**config.mk**
```make
export PLATFORM = sky130hd
export DESIGN_NAME = ram_dist_dp
export DESIGN_NICKNAME = d
export VERILOG_FILES = /design/src/rtl/ram_dist_pkg.sv /design/src/rtl/ram_dist_core.sv /design/src/rtl/ram_dist_dp.sv
export SDC_FILE = /design/constraint.sdc
export NUM_CORES = 1
export LEC_CHECK = 0
export CAP_MARGIN = 5
export CORE_ASPECT_RATIO = 1.2
export CORE_MARGIN = 2
export CORE_UTILIZATION = 58
export CTS_CLUSTER_DIAMETER = 80
export DETAILED_ROUTE_END_ITERATION = 8
export DONT_BUFFER_PORTS = 1
export MAX_ROUTING_LAYER = met4
export PLACE_DENSITY = 0.81
export SYNTH_ARGS = -nofsm -noshare
export SYNTH_HDL_FRONTEND = slang
export SYNTH_SLANG_ARGS = --single-unit
```
**constraint.sdc**
```tcl
create_clock -name CLK -period 2.45 [get_ports CLK]
set_input_delay 0.3675 -clock CLK [delete_from_list [all_inputs] [get_ports CLK]]
set_output_delay 0.3675 -clock CLK [all_outputs]
set_load 0.05 [all_outputs]
```
**src/rtl/ram_dist_pkg.sv**
```systemverilog
// Shared types and sizing helpers for the distributed dual-port RAM.
package ram_dist_pkg;

  typedef enum logic {
    ST_IDLE  = 1'b0,
    ST_CLEAR = 1'b1
  } state_e;

  function automatic int depth_of(input int addr_w);
    return 1 << addr_w;
  endfunction

endpackage

```
**src/rtl/ram_dist_core.sv**
```systemverilog
// Bare LUT array: one synchronous write port, two asynchronous read ports, no reset.
module ram_dist_core
  import ram_dist_pkg::*;
#(
  parameter int                DATA_W   = 8,
  parameter int                ADDR_W   = 5,
  parameter logic [DATA_W-1:0] INIT_VAL = '0
) (
  input  logic              clk_i,
  input  logic              we_i,
  input  logic [ADDR_W-1:0] waddr_i,
  input  logic [DATA_W-1:0] wdata_i,
  input  logic [ADDR_W-1:0] raddr_a_i,
  input  logic [ADDR_W-1:0] raddr_b_i,
  output logic [DATA_W-1:0] rdata_a_o,
  output logic [DATA_W-1:0] rdata_b_o
);

  localparam int DEPTH = depth_of(ADDR_W);

  // Declaration initialiser sets the FPGA power-up contents.
  logic [DATA_W-1:0] mem_q [DEPTH] = '{default: INIT_VAL};

  always_ff @(posedge clk_i) begin
    if (we_i) begin
      mem_q[waddr_i] <= wdata_i;
    end
  end

  assign rdata_a_o = mem_q[raddr_a_i];
  assign rdata_b_o = mem_q[raddr_b_i];

endmodule

```
**src/rtl/ram_dist_dp.sv**
```systemverilog
// Dual-port distributed RAM with clear sequencer, optional registered reads and
// write-collision bypass. User writes are discarded (WE_DROP) while a sweep runs.
module ram_dist_dp
  import ram_dist_pkg::*;
#(
  parameter int                DATA_W   = 8,
  parameter int                ADDR_W   = 5,
  parameter int                OUT_REG  = 0,
  parameter int                WR_FIRST = 0,
  parameter logic [DATA_W-1:0] INIT_VAL = '0
) (
  input  logic              CLK,
  input  logic              RST,
  input  logic              CLR,
  input  logic              WE,
  input  logic [ADDR_W-1:0] A,
  input  logic [DATA_W-1:0] D,
  input  logic [ADDR_W-1:0] DPRA,
  output logic [DATA_W-1:0] SPO,
  output logic [DATA_W-1:0] DPO,
  output logic              BUSY,
  output logic              WE_DROP
);

  localparam int                DEPTH = depth_of(ADDR_W);
  localparam logic [ADDR_W-1:0] LAST  = ADDR_W'(DEPTH - 1);

  state_e            state_q, state_d;
  logic [ADDR_W-1:0] clr_cnt_q, clr_cnt_d;
  logic              we_drop_q, we_drop_d;
  logic [DATA_W-1:0] spo_q, spo_d, dpo_q, dpo_d;

  logic              busy, user_we, mem_we;
  logic [ADDR_W-1:0] mem_waddr;
  logic [DATA_W-1:0] mem_wdata, mem_a, mem_b;

  assign busy      = (state_q == ST_CLEAR);
  assign user_we   = WE & ~busy & ~CLR;
  assign mem_we    = busy | user_we;
  assign mem_waddr = busy ? clr_cnt_q : A;
  assign mem_wdata = busy ? INIT_VAL : D;

  ram_dist_core #(
    .DATA_W  (DATA_W),
    .ADDR_W  (ADDR_W),
    .INIT_VAL(INIT_VAL)
  ) u_core (
    .clk_i    (CLK),
    .we_i     (mem_we),
    .waddr_i  (mem_waddr),
    .wdata_i  (mem_wdata),
    .raddr_a_i(A),
    .raddr_b_i(DPRA),
    .rdata_a_o(mem_a),
    .rdata_b_o(mem_b)
  );

  always_comb begin
    state_d   = state_q;
    clr_cnt_d = clr_cnt_q;
    case (state_q)
      ST_IDLE: begin
        if (CLR) begin
          state_d   = ST_CLEAR;
          clr_cnt_d = '0;
        end
      end
      ST_CLEAR: begin
        if (CLR) begin
          clr_cnt_d = '0;
        end else if (clr_cnt_q == LAST) begin
          state_d   = ST_IDLE;
          clr_cnt_d = '0;
        end else begin
          clr_cnt_d = clr_cnt_q + 1'b1;
        end
      end
      default: begin
        state_d   = ST_CLEAR;
        clr_cnt_d = '0;
      end
    endcase
  end

  // The sweep write obeys the same read/write collision rule as a user write.
  always_comb begin
    we_drop_d = WE & (busy | CLR);
    spo_d     = (mem_we && (mem_waddr == A)    && (WR_FIRST != 0)) ? mem_wdata : mem_a;
    dpo_d     = (mem_we && (mem_waddr == DPRA) && (WR_FIRST != 0)) ? mem_wdata : mem_b;
  end

  always_ff @(posedge CLK or posedge RST) begin
    if (RST) begin
      state_q   <= ST_CLEAR;
      clr_cnt_q <= '0;
      we_drop_q <= 1'b0;
      spo_q     <= '0;
      dpo_q     <= '0;
    end else begin
      state_q   <= state_d;
      clr_cnt_q <= clr_cnt_d;
      we_drop_q <= we_drop_d;
      spo_q     <= spo_d;
      dpo_q     <= dpo_d;
    end
  end

  assign SPO     = (OUT_REG != 0) ? spo_q : mem_a;
  assign DPO     = (OUT_REG != 0) ? dpo_q : mem_b;
  assign BUSY    = busy;
  assign WE_DROP = we_drop_q;

endmodule

```
Word level (Yosys, flattened, before mapping). Memory sizes are Yosys's and may differ from the RTL's. Index checks and enable logic that the tools add are counted.

$add $sub $neg: 1. Eq/ne operators: 2. Multiplexer cells: 12. Bitwise operators: 7.

Operators with widths (number): two-way mux 5 bit (4); one-hot mux 5 bit (2 select lines) (1); two-way mux 8 bit (1); adder 5 x 1 -> 5 bit (second input constant) (1); == test 5 bit (second input constant) (1); two-way mux 1 bit (5); bitwise AND 1 bit (3); inequality test 2 bit (second input constant) (1); NOT 1 bit (2); OR 1 bit (2); one-hot mux 1 bit (2 select lines) (1).

Register bits after elaboration: 7. Bits in writable memories: 256. Word-level logic and storage cells: 26. Memories: 1.

Memory list: u_core.mem_q (depth 32, width 8, read ports 2, clocked after memory_dff 0, write ports 1, RTL line ram_dist_core.sv:22) `logic [DATA_W-1:0] mem_q [DEPTH] = '{default: INIT_VAL};`.

Logic depth before layout (Yosys ltp). Gate-level depths: netlist (run 1).

Depth in word-level cells: 6. Depth in mapped cells: 6. Gate-level depth less buffers: 6.

Modules after synthesis. Synthesis (run 1) repeated with hierarchy kept, for this count alone.

Cell total of the unflattened synthesis: 563. Area total of the unflattened synthesis: 12344.3 µm².

By module, submodules not included: ram_dist_core (instances 1, cells an instance 516, area each 11887.7 µm², sequential area each 7687.4 µm²); ram_dist_dp (instances 1, cells an instance 47, area each 456.7 µm², sequential area each 176.4 µm²).

Worst setup path after synthesis (run 1). OpenSTA, ideal clock, no wires.

Path type: register to register. Start point: register state_q (netlist: BUSY). End point: memory u_core.mem_q[16][0] (enable). Library setup time: 0.370 ns. Data arrival time: 2.295 ns. Data required time: 2.080 ns. Slack: -0.215 ns. Stages on the path, launching flop included: 6. Period minus slack after synthesis: 2.665 ns. Path through: dfstp_2 clkbuf_1 clkbuf_1 mux2i_1 nand3_1 nor2_1.

Cells in the longest elaborated chain, start to end: 6.

Ends and longest elaborated chain: start, declared (RTL line ram_dist_dp.sv:28) `state_e state_q, state_d;`; start signal, assigned (RTL line ram_dist_dp.sv:100) `state_q <= state_d;`; NOT 1 bit; bitwise AND 1 bit (2 in a row) (RTL line ram_dist_dp.sv:38) `assign user_we = WE & ~busy & ~CLR;`; OR 1 bit (RTL line ram_dist_dp.sv:39) `assign mem_we = busy | user_we;`; two-way mux 1 bit (RTL line ram_dist_core.sv:25) `if (we_i) begin`; two-way mux 1 bit (implied by the code) (RTL line ram_dist_core.sv:26) `mem_q[waddr_i] <= wdata_i;`; end, declared (RTL line ram_dist_core.sv:22).

Several ways; a longest one is shown, not always the timed one.

==> results.md, run 1 <==
- Worst-Margin Slew: 1.27 ns
- Root Driver: clkbuf_16
- Layout Nets: between 600 and 700
- CTS Sinks: 263
- Failing checks: setup timing
- CP cell instances: mux4_2 -> mux4_2 -> mux2_4
- Async S/R FF share, synth: 0.0266
- Critical path class: reg2out
- Number of global-route vias before repair: 6,769
- WHS: around 0.21 ns
- Drt first pass iters: 5
- Layout cells sized above 1: 0.488
- Gpl congestion: 1.00
- Dpl hpwl: ~19,000 um
- Cell Rows: 58
- Die X-Extent: 137 um
- Antenna viol nets, final: 0
- Final Hold Fails: 0
- Die Span Y: about 160 um
- First-pass GRT wire length: 44,600 um
- I/O pin count: 40
- Die area: around 0.023 mm2
- Initial drt markers: approximately 950
- Inserted Clock Buffers: 25
- Post-Syn Area per Cell: between 20 and 25 um2
- Ys Warns: 0
- RSZ-0062 raised after global routing: true
- Setup Viol. Count Final: 16
- Initial antenna violation count: 0
- CTS tree: done
- Remaining Overflow, GRT: 0
- Diode count: 0
- Hold Crit Class: in2async
- CP dominant cell by count: mux4_2
- Drt drc: 0
- Clock skew: about 0.020 ns
- Worst-Skew Late Latency: about 0.54 ns
- Slew Viols, Final: 0
- Post-synth top cells: edfxtp_1 (256), mux4_2 (160), nor2_1 (36), mux2_2 (21), clkbuf_1 (17)
- Worst Path Max Fanout: 2
- CP max stage delay: 0.57 ns
- Yosys reg bits: approximately 260
- Max_slew headroom: 0.152
- Largest net degree at the start of global routing: 67
- Leakage Power: ~4.5 nW
- Starting Density: 0.591
- Synthesized area: about 0.012 mm2
- CP Launch Type: register
- PnR worst setup slack: -0.319 ns
- Status: complete, but fails checks
- Detailed-route via count: 6,567
- Core Area: approximately 0.021 mm2
- Vias per cell: between 7 and 8
- Crit path time final: ~2.8 ns
- Critical Path End Type: primary output
- Global-route usage over all layers: 0.294
- Max_cap viols: 0
- Cell taking the most area after synthesis: edfxtp_1
- Most used flip-flop cell after synthesis: edfxtp_1
- PortBufs: 0
- Number of distinct library cells after synthesis: 28
- CTS H-tree depth: 1
- Post-synth top area share: 0.620
- Clock Tree Buf Depth: 3
- Crit path DAT: 2.40 ns
- Most frequent cell after synthesis: edfxtp_1
- Seq/Total Area, Yosys: 0.635
- FMAX: around 360 MHz
- Syn Inst Count: ~570
- WP data required: between 2 and 2.5 ns
- PwrDens: between 600 and 700 mW/mm2
- Top post-synthesis cells by area: edfxtp_1 (62%), mux4_2 (29%), mux2_2 (1.9%)
- Slowest CP cell: mux4_2
- Clock slew at reported path FFs: 0.06 ns
- Routed len/inst: 34.4 um
- Fin crit share: 1.13
- Number of synthesized flops with an enable pin: approximately 260
- DRT Wirelength: 30,600 um
- Peak VDD IR: between 0.6 and 0.7 mV
- Post-synth net total: about 590
- Setup_tns: -4.41 ns
- Area grow syn2layout: 11.9%
==> per-layer routing <==
layer,wire length (um),GRT usage
met1,10700,0.376
met4,1210,0.113
met3,2870,0.0531
met2,15800,0.477
met5,0,-
==> registers in the layout, summed over array words and instances (netlist names) <==
signal,flops
clr_cnt_q,5
BUSY,1
WE_DROP,1
u_core.mem_q,256
==> where the power goes <==
part | internal, mW | switching [mW]
registers | 4.92 | 0.0291
clock network | 2.19 | 1.65
logic | 0.392 | 0.350
total | 7.50 | 2.03
==> logic make-up (layout without fill, tap and decap cells) <==
family,count (synthesis),after routing,share of synthesized area
DFF,263,263,0.635
muxes,187,187,0.315
and+or+nand+nor,62,62,0.0239
buffers and inverters,44,95,0.0202
AOI/OAI and AO/OA,10,10,0.00434
adders and majority gates,2,2,0.00202
==> repair_timing <==
item | CTS | global route
hold buffers | 3 | 0
endpoints found under the hold margin | 14 | 0
resized for setup | 8 | 0
endpoints found under the setup margin | 16 | 16
buffers inserted | 0 | 0
==> cells in the final DEF, fill, tap and decap left out, drive strengths merged <==
| master | count |
|---|---|
| mux2i | 6 |
| bufinv | 3 |
| ha | 2 |
| and3 | 1 |
| a31oi | 1 |
| nand3 | 9 |
| mux2 | 21 |
| nor2b | 9 |
| dfstp | 1 |
| and2 | 1 |
| clkinv | 13 |
| nand2b | 2 |
| nor4bb | 2 |
| dfrtp | 6 |
| o21ai | 6 |
| nor2 | 36 |
| a21oi | 2 |
| inv | 4 |
| edfxtp | 256 |
| o21a | 1 |
| dlygate4sd3 | 3 |
| or3 | 1 |
| mux4 | 160 |
| nor4b | 1 |
| clkbuf | 28 |
| buf | 44 |
==> through the flow <==
stage	std cells	power, mW	instance area, um2	util	setup WS [ns]
after floorplan	568	5.74	12500	-	0.00186
after global placement	837	5.75	12900	0.617	0.210
after detailed placement	837	5.77	12900	0.617	0.181
after CTS	886	9.56	13800	0.658	-0.307
after global routing	889	9.74	13900	0.661	-0.356
final	889	9.53	13900	0.661	-0.319
==> cell type report <==
class	count	area, um2
clock buffers	28	637
clock inverters	18	168
fillers	1317	7110
inverters	2	7.51
multi-input cells	261	4450
flip-flops and latches	263	7860
well taps	270	338
repair buffers	47	395
==> path summary, 6_finish.rpt <==
kind / start / end / slack (ns) / depth (start not counted)
worst max-delay path: u_core.mem_q[30][4] / DPO[4] / -0.32 / 3
worst min-delay path: RST / WE_DROP / 0.21 / 2
worst max register to register: BUSY / u_core.mem_q[10][7] / 0.08 / 3
worst min register to register: clr_cnt_q[4] / clr_cnt_q[4] / 0.60 / 2
max in group asynchronous: RST / BUSY / 1.95 / 2
min in group CLK: D[0] / u_core.mem_q[26][0] / 0.23 / 1
==> worst max-delay path, delay by kind of cell, from the launching register on <==
family,cells,cell delay [ns]
flops,1,0.42
mux,3,1.45
Note: power is estimated with default switching activity, not from simulation.
==> run 2, diff against run 1 <==
--- a/config.mk
+++ b/config.mk
@@ -14,6 +14,7 @@
 export DONT_BUFFER_PORTS = 1
 export MAX_ROUTING_LAYER = met4
 export PLACE_DENSITY = 0.81
+export SLEW_MARGIN = 20
 export SYNTH_ARGS = -nofsm -noshare
 export SYNTH_HDL_FRONTEND = slang
 export SYNTH_SLANG_ARGS = --single-unit
==> run 2 against run 1 <==
  * The run still ends with setup timing left
  * Register-to-register slack is essentially flat
  * Hold slack lost 0.0042 ns
  * Setup slack improved by 0.016 ns
  * Largest cell class unchanged
  * Highest routed layer unchanged
==> results.md, run 2 (synthesis results as in run 1) <==
- Max_slew headroom: 0.321 (was 0.152)
- Leakage Power: 4.53 nW (was 4.52 nW)
- Psw: 2.03 mW (about the same)
- Crit path DAT: 2.39 ns (was 2.40 ns)
- Commonest non-fill, non-tap cell in the layout: edfxtp_1 (unchanged)
- Diode count: 0 (unchanged)
- Clock slew at reported path FFs: 0.06 ns (about the same)
- Remaining Overflow, GRT: 0 (unchanged)
- Max_cap viols: 0 (unchanged)
- Status: complete, but fails checks (unchanged)
- CTS H-tree depth: 1 (unchanged)
- Total power: 9.54 mW (was 9.53 mW)
- Highest-count cells in the layout ignoring fill and taps: edfxtp_1 (256), mux4_2 (160), buf_4 (41), nor2_2 (27), clkbuf_16 (25) (unchanged)
- Worst Path Max Fanout: 2 (unchanged)
- Starting Density: 0.591 (unchanged)
- Vias per cell: 7.37 (was 7.39)
- Global-route usage over all layers: 0.294 (unchanged)
- Area grow syn2layout: 11.7% (was 11.9%)
- Crit path time final: 2.75 ns (was 2.77 ns)
- Biggest regs: u_core.mem_q (256), clr_cnt_q (5) (unchanged)
- FMAX: 363 MHz (was 361 MHz)
- Antenna viol nets, final: 0 (unchanged)
- Worst-Margin Slew: 1.01 ns (was 1.27 ns)
- Flop2flop setup slack: 0.08 ns (about the same)
- CTS Sinks: 263 (unchanged)
- Sw frac: 0.213 (about the same)
- Finished Core Util: 0.660 (was 0.661)
- Clock power share: 0.403 (about the same)
- Inserted Clock Buffers: 25 (unchanged)
- Gpl congestion: 1.00 (unchanged)
- First-pass GRT wire length: 44,600 um (unchanged)
- I/O pin count: 40 (unchanged)
- Post-DP Area: 0.0129 mm2 (unchanged)
- CP Launch Type: register (unchanged)
- Critical Path End Type: primary output (unchanged)
- Clock skew: 0.0218 ns (was 0.0198 ns)
- Routed len/inst: 34.4 um (about the same)
- Power Internal: 7.50 mW (about the same)
- Drt drc: 0 (unchanged)
- Failing checks: setup timing (unchanged)
- Post-CTS setup buffers: 0 (unchanged)
- Die area: 0.0226 mm2 (unchanged)
- PnR worst setup slack: -0.304 ns (was -0.319 ns)
- Final Hold Fails: 0 (unchanged)
- Initial drt markers: 952 (was 949)
- CTS tree: done (unchanged)
- Cell Rows: 58 (unchanged)
- Fin crit share: 1.12 (was 1.13)
- RSZ-0062 raised after global routing: true (unchanged)
- Setup Viol. Count Final: 16 (unchanged)
- Slew Viols, Final: 0 (unchanged)
- PortBufs: 0 (unchanged)
- Register share of total power: 0.519 (about the same)
- Core Area: 0.0210 mm2 (unchanged)
- Clock Tree Buf Depth: 3 (unchanged)
- Worst-Skew Late Latency: 0.54 ns (about the same)
- Die X-Extent: 137 um (unchanged)
- Largest net degree at the start of global routing: 67 (unchanged)
- Number of global-route vias before repair: 6,769 (unchanged)
- Hold Crit Class: in2async (unchanged)
- WHS: 0.205 ns (was 0.209 ns)
- Dpl hpwl: 18,700 um (unchanged)
- Largest Register: u_core.mem_q (unchanged)
- Finished layout cell area: 0.0138 mm2 (was 0.0139 mm2)
- Root Driver: clkbuf_16 (unchanged)
- Die Span Y: 164 um (unchanged)
- Drt first pass iters: 5 (unchanged)
- DRT Wirelength: 30,500 um (was 30,600 um)
- Pre-CTS setup slack: 0.181 ns (unchanged)
- WP data required: 2.08 ns (about the same)
- Layout cells sized above 1: 0.485 (was 0.488)
- Detailed-route via count: 6,529 (was 6,567)
- Initial antenna violation count: 0 (unchanged)
- Layout Nets: 621 (was 624)
- PwrDens: 689 mW/mm2 (was 687 mW/mm2)
- Largest register FFs: 256 (unchanged)
- Logic pwr share: 0.078 (about the same)
- Peak VDD IR: 0.676 mV (was 0.679 mV)
- Critical path class: reg2out (unchanged)
## run 2: cell types whose count changed in the layout (fill, tap and decap cells not counted)
cell and change:
buf_8 -2, buf_16 -1, nor2b_2 -8, nor2b_4 +8
## run 2: repair_timing
action                                  in CTS  in global routing
gates resized for setup                      8                  0
pin swaps                                    0                  0
hold buffers                                 3                  0
endpoints found under the setup margin      16                 16
endpoints found under the hold margin       14                  0
## run 2: stage by stage
stage,instances,TNS (ns)
detailed placement,837,0
global route,886,-4.73
global placement,837,0
finish,886,-4.38
CTS,886,-4.46
floorplan,568,0
## run 2: routing by layer
layer | track usage | routed length (um)
met1 | 0.376 | 10400
met4 | 0.113 | 1160
met5 | - | 0
met2 | 0.477 | 15800
met3 | 0.0531 | 3110
## run 2: cell type report
cell class	count	area (um2)
fill	1319	7130
clock inverter	18	168
clock buffer	28	637
sequential	263	7860
timing repair buffer	44	338
multi-input combinational	261	4490
inverter	2	7.51
tap	270	338
## run 2: worst max-delay path, stage by stage, from the launching register on
cell	delay [ns]
edfxtp_1	0.41
mux4_2	0.49
mux4_2	0.56
mux2_4	0.39
## run 2: path summary, 6_finish.rpt
check                                     from             endpoint  cells past startpoint
max                        u_core.mem_q[30][4]               DPO[4]                      3
min                                        RST              WE_DROP                      2
max reg2reg                               BUSY  u_core.mem_q[10][7]                      3
min reg2reg                       clr_cnt_q[4]         clr_cnt_q[4]                      2
max in group asynchronous                  RST                 BUSY                      2
min in group CLK                          D[3]  u_core.mem_q[25][3]                      1
## run 2: power by group through the flow
stage	clock network [mW]	logic, mW	registers, mW
finish	3.84	0.745	4.95
global route	4.02	0.769	4.95
CTS	3.87	0.745	4.95
detailed placement	0	0.723	5.04
global placement	0	0.711	5.04
floorplan	0	0.711	5.03
==> run 3, diff against run 2 <==
--- a/config.mk
+++ b/config.mk
@@ -12,6 +12,7 @@
 export CTS_CLUSTER_DIAMETER = 80
 export DETAILED_ROUTE_END_ITERATION = 8
 export DONT_BUFFER_PORTS = 1
+export GPL_ROUTABILITY_DRIVEN = 0
 export MAX_ROUTING_LAYER = met4
 export PLACE_DENSITY = 0.81
 export SLEW_MARGIN = 20
==> results of run 3 <==
No change in the layout: final DEF, timing and power equal those of run 2.
